===== config.mk =====
export PLATFORM = sky130hd
export DESIGN_NAME = reg_file_sb
export DESIGN_NICKNAME = d
export VERILOG_FILES = /design/src/rtl/reg_file_sb.sv
export SDC_FILE = /design/constraint.sdc
export NUM_CORES = 1
export LEC_CHECK = 0
export CAP_MARGIN = 30
export CORE_ASPECT_RATIO = 1.5
export CORE_MARGIN = 1
export CORE_UTILIZATION = 30
export DETAILED_ROUTE_END_ITERATION = 8
export PLACE_DENSITY = 0.47
export REMOVE_ABC_BUFFERS = 1
export SYNTH_ARGS = -nofsm -noshare
export SYNTH_HDL_FRONTEND = slang
export SYNTH_SLANG_ARGS = --single-unit

===== constraint.sdc =====
create_clock -name clk -period 2.1 [get_ports clk]
set_input_delay 0.315 -clock clk [delete_from_list [all_inputs] [get_ports clk]]
set_output_delay 0.315 -clock clk [all_outputs]
set_load 0.05 [all_outputs]

===== src/rtl/reg_file_sb.sv =====
// reg_file_sb: register file with one write port, two registered read ports,
// a per-register pending-write scoreboard for RAW detection, optional
// write-first bypass and an NZP condition-code register.
//
// Reserve handshake: decode samples RESV_FULL (combinational from pending and
// RESV_DR) before raising RESV for one cycle; a reservation is counted on the
// edge where RESV=1 and shows in SRx_BUSY from that same edge. A RESV issued
// while RESV_FULL=1 is dropped and raises SB_ERR.
module reg_file_sb #(
  parameter int DATA_W   = 16,
  parameter int NUM_REGS = 8,
  parameter int PEND_W   = 2,
  parameter int BYPASS   = 1,
  parameter int ADDR_W   = $clog2(NUM_REGS)
) (
  input  logic              clk,
  input  logic              rst_n,
  input  logic [DATA_W-1:0] data,
  input  logic              LD_REG,
  input  logic [ADDR_W-1:0] DR,
  input  logic              SET_CC,
  input  logic [ADDR_W-1:0] SR1,
  input  logic [ADDR_W-1:0] SR2,
  output logic [DATA_W-1:0] SR1_OUT,
  output logic [DATA_W-1:0] SR2_OUT,
  output logic              SR1_BUSY,
  output logic              SR2_BUSY,
  input  logic              RESV,
  input  logic [ADDR_W-1:0] RESV_DR,
  output logic              RESV_FULL,
  input  logic              FLUSH,
  output logic              SB_ERR,
  output logic [2:0]        CC
);

  localparam logic [PEND_W-1:0] PEND_MAX = '1;

  logic [DATA_W-1:0] regs     [NUM_REGS];
  logic [PEND_W-1:0] pend     [NUM_REGS];
  logic [PEND_W-1:0] pend_nxt [NUM_REGS];
  logic              inc      [NUM_REGS];
  logic              dec      [NUM_REGS];

  logic              dr_ok, rdr_ok, s1_ok, s2_ok;
  logic              err_set;
  logic [DATA_W-1:0] rd1_nxt, rd2_nxt;
  logic              busy1_nxt, busy2_nxt;
  logic [2:0]        cc_nxt;

  // Indices beyond the populated depth are treated as absent registers.
  assign dr_ok  = int'(DR)      < NUM_REGS;
  assign rdr_ok = int'(RESV_DR) < NUM_REGS;
  assign s1_ok  = int'(SR1)     < NUM_REGS;
  assign s2_ok  = int'(SR2)     < NUM_REGS;

  assign RESV_FULL = rdr_ok && (pend[RESV_DR] == PEND_MAX);

  // Next pending count per register: saturating reserve, guarded release, flush wins.
  always_comb begin
    for (int i = 0; i < NUM_REGS; i++) begin
      inc[i]      = RESV && (RESV_DR == ADDR_W'(i)) && (pend[i] != PEND_MAX);
      dec[i]      = LD_REG && (DR == ADDR_W'(i)) && (pend[i] != '0);
      pend_nxt[i] = pend[i];
      if (FLUSH)
        pend_nxt[i] = '0;
      else if (inc[i] && !dec[i])
        pend_nxt[i] = pend[i] + 1'b1;
      else if (dec[i] && !inc[i])
        pend_nxt[i] = pend[i] - 1'b1;
    end
  end

  // Error sources, read data/busy next values and condition-code decode.
  always_comb begin
    err_set = !FLUSH &&
              ((RESV && rdr_ok && (pend[RESV_DR] == PEND_MAX)) ||
               (LD_REG && dr_ok && (pend[DR] == '0)));

    rd1_nxt = '0;
    if (s1_ok)
      rd1_nxt = ((BYPASS != 0) && LD_REG && (DR == SR1)) ? data : regs[SR1];
    rd2_nxt = '0;
    if (s2_ok)
      rd2_nxt = ((BYPASS != 0) && LD_REG && (DR == SR2)) ? data : regs[SR2];

    busy1_nxt = s1_ok && (pend_nxt[SR1] != '0);
    busy2_nxt = s2_ok && (pend_nxt[SR2] != '0);

    cc_nxt = {data[DATA_W-1], data == '0, !data[DATA_W-1] && (data != '0)};
  end

  // Register storage and pending counters.
  always_ff @(posedge clk or negedge rst_n) begin
    if (!rst_n) begin
      for (int i = 0; i < NUM_REGS; i++) begin
        regs[i] <= '0;
        pend[i] <= '0;
      end
    end else begin
      for (int i = 0; i < NUM_REGS; i++) begin
        if (LD_REG && (DR == ADDR_W'(i)))
          regs[i] <= data;
        pend[i] <= pend_nxt[i];
      end
    end
  end

  // Registered read ports, busy flags, sticky error and condition codes.
  always_ff @(posedge clk or negedge rst_n) begin
    if (!rst_n) begin
      SR1_OUT  <= '0;
      SR2_OUT  <= '0;
      SR1_BUSY <= 1'b0;
      SR2_BUSY <= 1'b0;
      SB_ERR   <= 1'b0;
      CC       <= 3'b010;
    end else begin
      SR1_OUT  <= rd1_nxt;
      SR2_OUT  <= rd2_nxt;
      SR1_BUSY <= busy1_nxt;
      SR2_BUSY <= busy2_nxt;
      if (err_set)
        SB_ERR <= 1'b1;
      if (LD_REG && SET_CC)
        CC <= cc_nxt;
    end
  end

endmodule


# Word-level counts from Yosys, hierarchy flattened

Index checks and enable logic that the tools add are counted.

Bits in registers: 182
Input port bits: 34
Output and inout port bits: 39
Logic and storage cells: 204

Add/sub/neg operators: 16
Magnitude comparators: 4
Equality and inequality tests: 25
Multiplexer cells: 44
Bitwise logic cells: 4
Reductions and logical operators: 89

Operator list:

| operator              | count |
|---|---|
| $bmux W16 S3          | 2 |
| $mux W16              | 6 |
| $mux W2               | 32 |
| $logic_and A1 B1 Y1   | 55 |
| $bmux W2 S3           | 4 |
| $eq A3 B3 Y1 const B  | 8 |
| $reduce_bool A2 Y1    | 10 |
| $logic_not A1 Y1      | 18 |
| $add A2 B1 Y2 const B | 8 |
| $ge A4 B4 Y1 const B  | 4 |
| $logic_not A16 Y1     | 1 |
| $ne A2 B2 Y1 const B  | 8 |
| $not A3 Y4            | 4 |
| $reduce_bool A16 Y1   | 1 |
| $sub A2 B1 Y2 const B | 8 |
| $eq A3 B2 Y1 const B  | 4 |
| $eq A3 B1 Y1 const B  | 2 |
| $eq A3 B3 Y1          | 2 |
| $logic_not A3 Y1      | 2 |
| $eq A2 B2 Y1 const B  | 1 |
| $logic_not A2 Y1      | 1 |
| $logic_or A1 B1 Y1    | 1 |

# Logic depth before layout (Yosys ltp)

Gate-level depths: netlist of run 1.

Depth in word-level cells: 12
Depth in mapped cells: 9
Depth with buffers taken out: 8

# Least setup slack after synthesis of run 1

Ideal clock, no wire load.

Kind: flip-flop to flip-flop
Start: reg pend[0] (netlist bit)
End: reg SR2_BUSY
Setup time: 0.142 ns
Arrival: 1.931 ns
Data required time: 1.958 ns
Setup slack: 0.027 ns
Cell stages (with the launch flop): 8
Path buffers: 0
Period minus slack after synthesis: 2.073 ns
Cell sequence: dfrtp_1 -> inv_1 -> ha_1 -> or4_1 -> a32oi_1 -> o22ai_1 -> a311oi_1 -> o221ai_1

Cells in the longest elaborated chain, start to end: 11
Elaborated cells on any way between the ends: 17
Those cells by class: add/sub: 2; eq/ne: 1; mux: 6; reduce/logical: 8

Ends and longest elaborated chain:

| what                                            | line | source |
|---|---|---|
| start: declaration                              | 39   | `logic [PEND_W-1:0] pend [NUM_REGS];` |
| start signal: indexed assignment                | 103  | `pend[i] <= pend_nxt[i];` |
| $ne A2 B2 Y1                                    | 61   | `inc[i] = RESV && (RESV_DR == ADDR_W'(i)) && (pend[i] != PEND_MAX);` |
| $logic_and A1 B1 Y1                             | 61   |  |
| $logic_not A1 Y1                                | 68   | `else if (dec[i] && !inc[i])` |
| $logic_and A1 B1 Y1                             | 68   |  |
| $mux W2                                         | 68   |  |
| $mux W2 (*)                                     | 66   | `else if (inc[i] && !dec[i])` |
| $mux W2 (*)                                     | 64   | `if (FLUSH)` |
| $bmux W2 S3 (*)                                 | 87   | `busy2_nxt = s2_ok && (pend_nxt[SR2] != '0);` |
| $mux W2 (not written as such) (*) (2 in series) | 87   |  |
| $reduce_bool A2 Y1 (*)                          | 87   |  |
| net busy2_nxt                                   | 47   | `logic busy1_nxt, busy2_nxt;` |
| end signal: assignment                          | 121  | `SR2_BUSY <= busy2_nxt;` |
| end: declaration                                | 27   | `output logic SR2_BUSY,` |

The timed path passes the listed nets; every way through them passes the cells marked *. The select of a mux whose other input is x is not followed.
A chain may end at the register's enable or synchronous reset.

# Final worst setup path of run 1

Start: reg pend[0] (netlist bit)
End: out RESV_FULL

Cells in the longest elaborated chain, start to end: 4

Ends and longest elaborated chain:

| what                                        | line | source |
|---|---|---|
| $bmux W2 S3                                 | 56   | `assign RESV_FULL = rdr_ok && (pend[RESV_DR] == PEND_MAX);` |
| $mux W2 (not written as such) (2 in series) | 56   |  |
| $eq A2 B2 Y1                                | 56   |  |
| end: declaration                            | 30   | `output logic RESV_FULL,` |

Every way passes these cells. The select of a mux whose other input is x is not followed.

==> results of run 1 <==
[worst max-delay path: cells and delay by family, from the launching register on]
family                 cells  cell delay (ps)
AOI/OAI and AO/OA          1               80
buffers and inverters      2              320
DFF                        1              440
muxes                      1              530
and+or+nand+nor            1               70
[registers in the layout, indices dropped and copies added (netlist names)]
| signal | cells |
|---|---|
| SR2_OUT | 16 |
| SB_ERR | 1 |
| SR1_BUSY | 1 |
| CC | 3 |
| pend | 16 |
| SR2_BUSY | 1 |
| regs | 128 |
| SR1_OUT | 16 |
[logic make-up after synthesis]
group	count (synthesis)	share of synthesized area
AO/OA/AOI/OAI	103	0.0714
buffers and inverters	89	0.0361
adder cells (fa/ha/maj)	16	0.0197
XOR/XNOR	20	0.0173
AND/OR/NAND/NOR	193	0.0967
flip-flops	182	0.449
multiplexers	217	0.310
[metrics by stage]
stage	hold slack [ps]	setup WS (ps)	total power (W)
after floorplan	19.4	-1130	0.00667
after detailed placement	323	-508	0.00799
after global routing	426	-141	0.0115
after CTS	415	-107	0.0111
after global placement	317	-497	0.00794
final	414	-88.9	0.0109
[timing repair]
item	CTS	global route
resized for setup	24	9
buffers inserted	3	0
hold endpoints to repair	37	0
setup endpoints to repair	4	3
hold buffers	1	0
pin swaps	5	7
[worst max path at each step]
stage                     from        end  slack (ps)  cells after the start
detailed placement       DR[0]   SR1_BUSY        -510                      8
finish                 pend[0]  RESV_FULL         -90                      5
CTS                    pend[8]  RESV_FULL        -110                      6
global route           pend[8]  RESV_FULL        -140                      6
global placement    RESV_DR[0]   SR1_BUSY        -500                      9
floorplan                DR[1]   SR1_BUSY       -1130                      6
[area by class of cell]
type | count | area, µm² | area share
clock buffers | 25 | 505 | 0.0387
flip-flops and latches | 182 | 4560 | 0.349
repair buffers | 213 | 1940 | 0.149
clock inverters | 5 | 41.3 | 0.00317
multi-input cells | 549 | 5390 | 0.413
inverters | 22 | 82.6 | 0.00633
well taps | 420 | 526 | 0.0403
[metal layers]
| layer | up-vias | track usage | share of wire |
|---|---|---|---|
| met5 | - | 0 | 0 |
| met4 | 0 | 0.0553 | 0.015 |
| met3 | 21 | 0.0251 | 0.022 |
| met2 | 90 | 0.345 | 0.54 |
| met1 | 3754 | 0.217 | 0.42 |
| li1 | 3352 | - | - |
[Yosys cell counts (3+ instances only)]
library cell	count	area (µm²)
sky130_fd_sc_hd__dfrtp_1	181	4530
sky130_fd_sc_hd__mux2_2	115	1290
sky130_fd_sc_hd__mux4_2	66	1490
sky130_fd_sc_hd__nand2_1	66	248
sky130_fd_sc_hd__nor2_1	62	233
sky130_fd_sc_hd__clkbuf_1	39	146
sky130_fd_sc_hd__mux2i_1	36	360
sky130_fd_sc_hd__a21oi_1	35	175
sky130_fd_sc_hd__inv_1	22	82.6
sky130_fd_sc_hd__xnor2_1	17	149
sky130_fd_sc_hd__a211oi_1	16	120
sky130_fd_sc_hd__ha_1	16	200
sky130_fd_sc_hd__buf_2	14	70.1
sky130_fd_sc_hd__buf_1	11	41.3
sky130_fd_sc_hd__o21ai_0	9	45.0
sky130_fd_sc_hd__o31ai_1	8	60.1
sky130_fd_sc_hd__nor3_1	7	35.0
sky130_fd_sc_hd__nand3_1	6	30.0
sky130_fd_sc_hd__nor2b_1	5	31.3
sky130_fd_sc_hd__and2_1	4	25.0
sky130_fd_sc_hd__nand4_1	4	25.0
sky130_fd_sc_hd__nor4_1	4	25.0
sky130_fd_sc_hd__o311ai_0	4	35.0
sky130_fd_sc_hd__a211o_1	3	26.3
sky130_fd_sc_hd__nand2b_1	3	18.8
sky130_fd_sc_hd__nand4b_2	3	45.0
sky130_fd_sc_hd__nor4bb_1	3	30.0
sky130_fd_sc_hd__o22ai_1	3	18.8
sky130_fd_sc_hd__or4_1	3	22.5
sky130_fd_sc_hd__xor2_1	3	26.3
[report_power, final]
group / switching (W) / internal, W
Combinational: 0.00162 / 0.00161
Clock: 0.00136 / 0.00167
Sequential: 0.000446 / 0.00424
==> run summary, run 1 <==
The run finished, with violations left. The final reports fail on DRC, setup timing. Standard cell with the maximum stage delay on the critical path: sky130_fd_sc_hd__mux4_2.

Counting the buffers created by CTS gives 17. The primary flip-flop cell chosen by synthesis mapping was sky130_fd_sc_hd__dfrtp_1. The number of antenna diodes in the final layout is 0. The final-stage net count was 1035.

The maximum achievable frequency is 457 MHz. The initial antenna violation count is 0. The worst supply voltage drop on vdd is 490 µV, and the total of max-cap violations is 0.

The worst setup path is of the flop to output port kind. The final-report setup violation count was 2. Post-layout minimum cycle time: 2190 ps. Destination of the worst register-to-register timing path: SR2_BUSY. The tools report the cell area after synthesis as 0.0101 mm². The region available for standard cell placement spans 0.0333 mm². The tools report the relative max-transition margin as 0.653. The logs give 0.0123 mm² for the area after detailed placement and 1416 for the number of cells in the finished layout apart from fillers. The most common library cell in the layout ignoring fill and taps is sky130_fd_sc_hd__dfrtp_1. The tools report the total track usage as 0.184. Kind of start point of the critical path: a flop. Classification of the worst-slack hold path: input port to asynchronous set/reset pin.

The run gives 0.391 as the final standard cell utilization of the core. Fill cells in the final layout number 3164. The kind of end point of the critical path was an output port. For the worst setup path, the data required time is 1780 ps.

The worst register-to-register path begins at pend[0]. Data on the critical path arrives at its endpoint at 1870 ps. The logs give 0.304 for the initial standard-cell utilization of the core and 67 for the number of different library cells in the post-synthesis netlist. The first global-routing pass estimated 46.6 mm of wire. In the synthesized netlist, the number of instances is 820.

The height of the chip works out to 227 µm. Walking the worst path, the cells encountered are buf_6 > nand3_4 > o31ai_4 > mux4_2 > buf_8. The logs give 1384 for the number of cells in the design after placement and 0.449 for the sequential-to-total area share from yosys stat. The run gives 0.798 as the final weighted congestion in routability-driven placement.

TritonCTS built the clock tree. The tools report the final worst clock skew as 11.9 ps. The total of buffers placed on input and output ports was 72. Remaining global-route overflow: 0.

The post-route clock period utilization works out to 1.04. The max-slew violation count came out at 0. The worst setup margin was -88.9 ps; the register clock-pin slew on the reported worst setup and hold paths was 70 ps.

After floorplanning, the core was divided into 82 placement rows. During synthesis, Yosys emitted a total of 0 warnings. The fraction of synthesis flops using an asynchronous set or reset pin came out at 1.00.

The fraction of layout instances using a drive strength above 1 works out to 0.394. Setup repair after global routing could not meet its margin everywhere. Dividing the detail-routed wire length by the instance count gives 21.3 µm. In this run the power density over the cells is 838 mW/mm².

The H-tree was split into 4 levels. Detailed placement ended at an HPWL of 21.0 mm. In the routed design, unresolved DRC markers number 5. The tools report the leakage power total as 5.52 nW. The clock drives 182 sinks.

Counting flops with a built-in enable in the synthesized netlist gives 0. The tools report the number of failing hold endpoints at the final stage as 0. After detailed routing, the total wire length is 30.2 mm.

In the layout the commonest cells are sky130_fd_sc_hd__dfrtp_1 (180), sky130_fd_sc_hd__buf_4 (123), sky130_fd_sc_hd__mux2_2 (115). For the via count of the first global-routing pass, the log shows 7700. Of all nets on the critical path, the largest fanout is 4. The remaining number of nets flagged by the antenna check after routing came out at 0. At the pin with the least slew margin, the transition time is 518 ps. For the worst flop-to-flop path, the logic depth is 8.

For the I/O pin count, the log shows 73. The longest clock path from root to sink contains 2 buffers. The sum of negative setup slack was -105 ps; the total of flip-flops plus latches after synthesis was 182. The violation count after the first detailed-routing iteration was 334.

The run gives 7217 as the total vias in the final route. In this design, the stage delay of the slowest critical-path cell is 530 ps. The number of optimization iterations in the first detailed-route pass was 7; the width of the chip was 152 µm. Summing all non-filler instances in the final layout gives an area of 0.0130 mm². From synthesis to final layout, the design area changed by 28.6%. The root buffer cell chosen for the clock tree is sky130_fd_sc_hd__clkbuf_16.

Floorplan die area: 0.0346 mm². The worst register-to-register path has a setup slack of -20 ps. Maximum number of pins on one net before global-route repair: 45. The ratio of routed vias to standard cells is 5.10, and the clock insertion delay at the later pin of the skew report is 440 ps. A synthesized cell averages 12.4 µm².
(Power assumes the default switching activity.)
==> run 2, diff against run 1 <==
CTS_BUF_LIST = sky130_fd_sc_hd__clkbuf_4   (was not set)
TNS_END_PERCENT = 50   (was not set)
==> run summary, run 2 (synthesized netlist as in run 1, its figures left out) <==
The flow ran to the end, but the final reports show violations. The final reports fail on DRC, setup timing. The number of failing hold endpoints at the final stage was 0; the leakage power total was 5.44 nW.

Buffers inserted during clock tree synthesis total 17. The first-pass GRT wire length is 46.4 mm, and the final-report setup violation count is 3. For the maximum achievable frequency, the log shows 424 MHz. Clock latency on the worst-skew pair, taken at its later pin, is 590 ps.

The tree built by TritonCTS fans out to 182 sinks. In this run the vertical extent of the chip is 227 µm. The via count of the first global-routing pass came out at 7665. The detailed router placed 7227 vias in this run. The max-slew violation count is 0. Walking the worst path, the cells encountered are clkdlybuf4s50_1 > buf_4 > buf_4 > nand3_2 > o31ai_4 > mux4_2 > buf_8. Routability-driven placement finished with a final weighted congestion of 0.798. The layout has 3226 filler cells. For this run, the slowest stage of the critical path takes 530 ps. The register with the most flip-flops in the final layout is regs. The library cells used most frequently in the layout, excluding fill and tap cells, are sky130_fd_sc_hd__dfrtp_1 (181), sky130_fd_sc_hd__buf_4 (128), sky130_fd_sc_hd__mux2_2 (115). The run gives 0 as the total of max-cap violations. The worst setup timing slack at the placement stage is -508 ps.

Clock-pin slew was measured on the worst setup and hold paths at 140 ps. The net switching share of the total power works out to 0.344. The ratio of routed vias to standard cells was 5.09.

The worst setup margin is -261 ps. In the final routed layout, each cell accounts on average for 21.1 µm. The library cell used most frequently in the layout, excluding fill and tap cells, is sky130_fd_sc_hd__dfrtp_1. The initial antenna violation count is 1, and the final-stage net count is 1038.

For the remaining routing DRC violations, the log shows 5. The floorplan step set the die width to 152 µm. Sequential cell area in the final layout: 0.00456 mm². The final wirelength was 30.0 mm. After global routing the overflow that remains totals 0. The classification of the worst setup path is input port to output port.

The destination of the worst register-to-register timing path is SR2_BUSY. For the I/O pin count, the log shows 73. The most numerous cell on the critical path is sky130_fd_sc_hd__buf_4.

In this run the worst hold path is classified as input port to asynchronous set/reset pin. The core region is 0.0333 mm². CTS placed an instance of sky130_fd_sc_hd__clkbuf_4 at the clock tree root. The worst-margin pin slew was 513 ps.

Subtracting the final worst setup slack from the clock period gives 2360 ps. For the remaining number of nets flagged by the antenna check after routing, the log shows 0. The required time of the critical path is 1780 ps, and the maximum net fanout on the critical path is 5. Number of flip-flops in the largest register: 128.

The floorplan has 82 rows. The fraction of layout instances using a drive strength above 1 works out to 0.392. Worst supply voltage drop on vdd: 288 µV. The worst flop-to-flop path startpoint is pend[0]. The slack of the worst reg-to-reg path was -60 ps. Across the routed clock network, the largest skew measured is 23.7 ps. The slowest stage of the critical path belongs to the cell sky130_fd_sc_hd__mux4_2.

The initial standard-cell utilization of the core was 0.304; the sum of negative setup slack was -362 ps. After the first detailed-routing iteration, the DRC count stood at 386. The post-route clock period utilization is 1.12, and the maximum buffer depth of the clock tree is 2.

The portion of total power attributed to combinational logic was 0.328; the signed area change from the synthesized netlist to the final layout was 24.6%. Broken down by cell family, the worst path's largest delay share belongs to buffers and inverters. Kind of start point of the critical path: an input port.

Data arrives at the worst endpoint at 2050 ps. The run gives 0.379 as the final standard cell utilization of the core. The tools report the relative max-transition margin as 0.659. The tools report the total track usage as 0.183. The power density over the cells was 745 mW/mm²; the deepest level of the CTS H-tree was 4. The internal portion of the total power is 0.00618 W. The worst setup path is captured at an output port. The wire-length estimate of the detail-placed layout is 21.0 mm. The number of cells in the finished layout apart from fillers is 1420, and the switching power summed over all nets is 0.00324 W. For the number of optimization iterations in the first detailed-route pass, the log shows 6. Once placement completed, the tool counted placed cells totaling 1384. Setup repair after global routing could not meet its margin everywhere.

The tools report the register share of total power as 0.495. Entering global routing, the biggest net connects 45 pins. The multi-input combinational cells in the finished layout cover a total of 0.00536 mm². The count of buffers added on input and output ports is 72. The tools report the floorplan die area as 0.0346 mm². TritonCTS built the clock tree. The relative contribution of the clock network to total power was 0.177. The worst register-to-register path has a depth of 9. Counting both buffers and inverters, the worst setup path holds a total of 4.
run 2: cell types whose count changed in the layout (fill, tap and decap cells not counted), sizes merged:
cell | before | now
clkbuf | 26 | 21
dlygate4sd2 | 2 | 38
dlymetal6s2s | 1 | 0
diode | 0 | 1
clkinv | 2 | 7
buf | 145 | 148
clkdlybuf4s50 | 63 | 28
run 2: repair_timing:
| item | 4_1_cts | 5_1_grt |
|---|---|---|
| endpoints found under the setup margin | 41 | 3 |
| setup buffers | 6 | 0 |
| pin swaps | 6 | 0 |
| gates resized for setup | 61 | 1 |
| hold endpoints to repair | 47 | 0 |
| hold buffers | 1 | 0 |
run 2: final cells by class:
cell class	instances	area share
Timing Repair Buffer	216	0.151
Clock inverter	10	0.00475
Clock buffer	20	0.0119
Tap cell	420	0.0416
Antenna cell	1	0.000198
Inverter	22	0.00673
Multi-Input combinational cell	549	0.424
Sequential cell	182	0.360
run 2: how the worst max path moves through the flow:
stage                from         to  slack, ps  cells after the start
2_1_floorplan       DR[1]   SR1_BUSY      -1130                      6
3_3_place_gp   RESV_DR[0]   SR1_BUSY       -500                      9
3_5_place_dp        DR[0]   SR1_BUSY       -510                      8
4_1_cts           pend[8]  RESV_FULL       -330                      6
5_1_grt           pend[8]  RESV_FULL       -370                      6
6_report       RESV_DR[0]  RESV_FULL       -260                      7
run 2: per-stage QoR:
stage | power, W | hold WS [ps] | area, µm²
2_1_floorplan | 0.00667 | 19.4 | 9860
3_3_place_gp | 0.00794 | 317 | 12300
3_5_place_dp | 0.00799 | 323 | 12300
4_1_cts | 0.00959 | 193 | 12600
5_1_grt | 0.00998 | 203 | 12600
6_report | 0.00942 | 245 | 12600
run 2: power groups by stage:
stage / clock (W) / combinational, W / sequential (W)
after floorplan: 0 / 0.00139 / 0.00528
after global placement: 0 / 0.00322 / 0.00471
after detailed placement: 0 / 0.00325 / 0.00474
after CTS: 0.00179 / 0.00314 / 0.00466
after global routing: 0.00190 / 0.00331 / 0.00477
final: 0.00166 / 0.00309 / 0.00466
run 2: per-layer routing:
metal,track usage,vias to the layer above,part of all wire
met5,0,-,0
met4,0.0484,0,0.013
met3,0.0274,20,0.027
met2,0.344,103,0.54
met1,0.216,3742,0.42
li1,-,3362,-
